### src/rtl/transfer_controller.sv
// transfer_controller: two-requester arbiter that sequences a fixed
// two-step load/drive pattern onto a transfer register.
// Optional feature: define XFER_RR_ARB_EN for round-robin arbitration;
// without it, requester 0 always wins a tie.
module transfer_controller (
    input  logic       clk,
    input  logic       reset,
    input  logic [1:0] req,
    input  logic [1:0] op0,
    input  logic [1:0] op1,
    output logic [1:0] gnt,
    output logic       busy,
    output logic       done,
    output logic       l_tl,
    output logic       l_th,
    output logic       l_tx,
    output logic       a_tl,
    output logic       a_th,
    output logic       a_tx_addr,
    output logic       a_tx_xfer,
    output logic       a_tx_mode
);

    localparam int unsigned OP_W = 2;

    localparam logic [OP_W-1:0] OP_LDW  = 2'b00;
    localparam logic [OP_W-1:0] OP_STW  = 2'b01;
    localparam logic [OP_W-1:0] OP_XFER = 2'b10;
    localparam logic [OP_W-1:0] OP_ADDR = 2'b11;

    typedef enum logic [1:0] {
        IDLE  = 2'b00,
        STEP1 = 2'b01,
        STEP2 = 2'b10,
        DONE  = 2'b11
    } state_t;

    state_t          state_q;
    logic [OP_W-1:0] op_q;
    logic            win_idx_d;
    logic [OP_W-1:0] win_op_d;

`ifdef XFER_RR_ARB_EN
    logic            ptr_q;
`endif

    // Pick the winning requester and its op from the live request lines.
    always_comb begin
        win_idx_d = 1'b0;
        if (req == 2'b10) begin
            win_idx_d = 1'b1;
        end
`ifdef XFER_RR_ARB_EN
        else if (req == 2'b11) begin
            win_idx_d = ptr_q;
        end
`endif
        win_op_d = win_idx_d ? op1 : op0;
    end

    // Sequencer: state plus every output registered together, so each
    // output is a pure function of the registered state and latched op.
    always_ff @(posedge clk) begin
        if (reset) begin
            state_q   <= IDLE;
            op_q      <= OP_LDW;
            gnt       <= 2'b00;
            busy      <= 1'b0;
            done      <= 1'b0;
            l_tl      <= 1'b0;
            l_th      <= 1'b0;
            l_tx      <= 1'b0;
            a_tl      <= 1'b0;
            a_th      <= 1'b0;
            a_tx_addr <= 1'b0;
            a_tx_xfer <= 1'b0;
            a_tx_mode <= 1'b0;
`ifdef XFER_RR_ARB_EN
            ptr_q     <= 1'b0;
`endif
        end else begin
            done      <= 1'b0;
            l_tl      <= 1'b0;
            l_th      <= 1'b0;
            l_tx      <= 1'b0;
            a_tl      <= 1'b0;
            a_th      <= 1'b0;
            a_tx_addr <= 1'b0;
            a_tx_xfer <= 1'b0;
            a_tx_mode <= 1'b0;
            case (state_q)
                IDLE: begin
                    if (|req) begin
                        state_q <= STEP1;
                        op_q    <= win_op_d;
                        gnt     <= win_idx_d ? 2'b10 : 2'b01;
                        busy    <= 1'b1;
                        case (win_op_d)
                            OP_LDW:  l_tl <= 1'b1;
                            OP_STW:  a_tl <= 1'b1;
                            default: l_tx <= 1'b1;
                        endcase
                    end
                end
                STEP1: begin
                    state_q <= STEP2;
                    case (op_q)
                        OP_LDW:  l_th      <= 1'b1;
                        OP_STW:  a_th      <= 1'b1;
                        OP_XFER: a_tx_xfer <= 1'b1;
                        OP_ADDR: begin
                            a_tx_addr <= 1'b1;
                            a_tx_mode <= 1'b1;
                        end
                        default: ;
                    endcase
                end
                STEP2: begin
                    state_q <= DONE;
                    done    <= 1'b1;
                end
                DONE: begin
                    state_q <= IDLE;
                    gnt     <= 2'b00;
                    busy    <= 1'b0;
`ifdef XFER_RR_ARB_EN
                    // Prefer the requester that was not just served.
                    ptr_q   <= gnt[0];
`endif
                end
                default: state_q <= IDLE;
            endcase
        end
    end

endmodule

### config.mk
export PLATFORM = sky130hd
export DESIGN_NAME = transfer_controller
export DESIGN_NICKNAME = d
export VERILOG_FILES = /design/src/rtl/transfer_controller.sv
export SDC_FILE = /design/constraint.sdc
export NUM_CORES = 1
export LEC_CHECK = 0
export CAP_MARGIN = 10
export CORE_MARGIN = 4
export CORE_UTILIZATION = 47
export DETAILED_ROUTE_END_ITERATION = 10
export PLACE_DENSITY = 0.91
export SYNTH_ARGS = -nofsm -noshare
export SYNTH_HDL_FRONTEND = slang
export SYNTH_SLANG_ARGS = --single-unit
### constraint.sdc
create_clock -name clk -period 3.4 [get_ports clk]
set_input_delay 0.34 -clock clk [delete_from_list [all_inputs] [get_ports clk]]
set_output_delay 0.34 -clock clk [all_outputs]
set_load 0.1 [all_outputs]
==> flow_metrics.py <==
metrics = {
    "timing": {
        "hold_viol": 0,
        "tightest_slew_ns": 0.9764,
        "setup_tns_ns": 0,
        "holdWs_ns": 0.4809,
        "layout_setup_ws_ns": 1.310,
        "period_needed_ns": 2.090,
        "slew_viol_final": 0,
        "timing.slew.headroom": 0.3470,
        "period_share": 0.6147,
        "max_freq_mhz": 478.5,
        "skew_ns": 0.002519,
        "setup_viol": 0,
        "rsz0062_at_grt": "false",
    },
    "logic_synthesis": {
        "syn-cell-area_um2": 645.6,
        "synth_edf_count": 0,
        "synth-main-ff-cell": "dfxtp_1",
        "ys.warnings.count": 0,
        "syn_nets": 75,
        "ys_ff_latch": 15,
        "syn_avg_cell_area_um2": 10.58,
        "synth.distinct_cells": 28,
        "synth_cells": 61,
        "yosysSeqAreaShare": 0.4651,
        "async_reset_ff_frac": 0,
    },
    "routing": {
        "via_per_inst": 5.186,
        "drtPass1Iterations": 2,
        "antenna_left": 0,
        "num_vias": 503,
        "wl_per_cell_um": 12.08,
        "drtIter0Drc": 5,
        "postRouteWirelength_mm": 1.172,
        "drc": 0,
    },
    "power": {
        "power.leakage_nw": 0.3495,
        "p_int_mw": 0.3889,
        "switching_power_mw": 0.3651,
        "power_density_nw_per_um2": 865.8,
        "switching_share": 0.4842,
        "p_comb_frac": 0.534,
        "peakVddDrop_mv": 0.4646,
        "power_mw": 0.7540,
        "seq_power_share": 0.331,
        "clockPowerShare": 0.135,
    },
    "setup_path": {
        "end_kind": "output pin",
        "path_cells": "clkdlybuf4s50_1",
        "rr_endpoint": "gnt[0]",
        "cpPeakStageDelay_ns": 1.13,
        "path_buf_inv": 1,
        "crit_arrival_ns": 1.75,
        "r2r_cells": 5,
        "r2r_start": "state_q[0]",
        "crit_type": "flip-flop to output pin",
        "critPathTopFamily": "buffers and inverters",
        "critPathRequiredTime_ns": 3.06,
        "rrSetupSlack_ns": 1.76,
        "critPathLaunchType": "flip-flop",
        "slowest_stage": "clkdlybuf4s50_1",
        "worstPathMaxFanout": 2,
    },
    "placement": {
        "io_buffers": 19,
        "placedCellCount": 93,
        "pre_cts_ws_ns": 1.613,
        "dp_hpwl_um": 900.1,
        "gp_congestion": 0.7392,
    },
    "finish": {
        "reg_top3": "gnt: 2 flops, op_q: 2 flops, state_q: 2 flops",
        "finalNetCount": 97,
        "drive_gt1_frac": 0.07317,
        "antenna_cells": 0,
        "regArea_um2": 300.3,
        "multi_input_area_um2": 326.6,
        "final_cells": 97,
        "fill_cells": 123,
        "area_delta_synth_final_pct": 34.88,
    },
    "clock_network": {
        "clk_latency_ns": 0.28,
        "clock-root-buffer": "clkbuf_4",
        "numCtsBuffers": 3,
        "cts_resized": 0,
        "htree_levels": 1,
        "clk_pin_slew_ns": 0.09,
        "cts_tree": "built",
        "numClockSinks": 15,
        "postCtsSetupBuffers": 0,
        "ctsHoldBuffers": 0,
        "cts_max_path_buffers": 2,
    },
    "floorplan": {
        "coreArea_um2": 1301,
        "row_count": 13,
        "die_w_um": 45.06,
        "initial_core_util": 0.4962,
        "io_pins": 20,
        "dieHeight_um": 45.06,
        "dieArea_um2": 2030,
    },
    "global_routing": {
        "grt_pass1_wl_mm": 1.973,
        "grt_max_degree": 14,
        "grt_overflow": 0,
        "grt.total_usage": 0.1319,
        "grt_pass1_vias": 497,
        "antenna_found_initial": 0,
    },
    "min_path": {
        "hold_path_end": "gnt[0]",
        "min_from": "gnt[0]",
        "min_path_type": "flip-flop to flip-flop",
        "worst_hold_path.num_cells": 2,
    },
    "run": {
        "maxCapViolCount": 0,
    },
    "run_status": {
        "status": "finished, final reports clean",
    },
}
-- cells by family after synthesis --
logic type,synth area share
DFF,0.4651
and+or+nand+nor,0.2422
AOI/OAI and AO/OA,0.1163
buffers and inverters,0.02907
adders and majority gates,0.1163
muxes,0.03101
-- cell usage in the layout, fill, tap and decap left out, drive strengths merged --
cell and n:
or2 1, o21a 1, a21oi 3, a211oi 2, clkbuf 3, nor4b 1, dfxtp 15, nand2 1
and4b 1, nor2 4, mux2i 2, nor4bb 2, o211a 1, or4 1, ha 6, o21ai 4
clkinv 1, nor2b 4, nand3b 1, clkdlybuf4s50 19, nor3b 3, or3 1, nand4bb 1, nor3 1
inv 2, a21boi 1
-- through the flow --
stage	util	area, um2
floorplan	-	645.6
global placement	0.6481	843.3
detailed placement	0.6481	843.3
CTS	0.6692	870.8
global route	0.6692	870.8
finish	0.6692	870.8
-- layout make-up --
| type | instances | area share |
|---|---|---|
| Clock buffer | 3 | 0.02586 |
| Clock inverter | 1 | 0.005747 |
| Inverter | 2 | 0.008621 |
| Multi-Input combinational cell | 42 | 0.3750 |
| Sequential cell | 15 | 0.3448 |
| Tap cell | 15 | 0.02155 |
| Timing Repair Buffer | 19 | 0.2184 |
-- power groups by stage --
| stage | clock network, mW | logic (mW) | registers, mW |
|---|---|---|---|
| 3_5_place_dp | 0 | 0.403 | 0.254 |
| 4_1_cts | 0.103 | 0.404 | 0.250 |
| 2_1_floorplan | 0 | 0.139 | 0.427 |
| 5_1_grt | 0.112 | 0.432 | 0.257 |
| 6_report | 0.102 | 0.403 | 0.250 |
| 3_3_place_gp | 0 | 0.395 | 0.250 |
-- Yosys cell counts (2+ instances only) --
master / count / area (um2)
a211oi_1: 2 / 15.01
nor4bb_1: 2 / 20.02
o21ai_0: 3 / 15.01
mux2i_1: 2 / 20.02
ha_1: 6 / 75.07
nor3b_1: 2 / 15.01
nor2b_1: 3 / 18.77
a21oi_1: 3 / 15.01
nor2_1: 4 / 15.01
inv_1: 2 / 7.510
dfxtp_1: 15 / 300.3
-- metal layers --
| metal | routed length [um] | GRT usage |
|---|---|---|
| met1 | 559 | 0.1488 |
| met2 | 499 | 0.2288 |
| met3 | 95 | 0.02789 |
| met4 | 17 | 0.07018 |
| met5 | 0 | 0 |
-- how the worst max path moves through the flow --
stage | endpoint | slack [ns] | depth (start not counted) | startpoint
4_1_cts | gnt[1] | 1.29 | 1 | gnt[1]
2_1_floorplan | a_tx_mode | 1.70 | 1 | a_tx_mode
3_3_place_gp | a_tx_mode | 1.64 | 1 | a_tx_mode
6_report | gnt[1] | 1.31 | 1 | gnt[1]
5_1_grt | gnt[1] | 1.26 | 1 | gnt[1]
3_5_place_dp | gnt[1] | 1.61 | 1 | gnt[1]
-- worst min-delay path: cells and delay by family, from the launching register on --
family | cells | cell delay, ns
DFF | 1 | 0.31
AOI/OAI and AO/OA | 2 | 0.12
No activity file was read; power rests on OpenSTA's default activity.
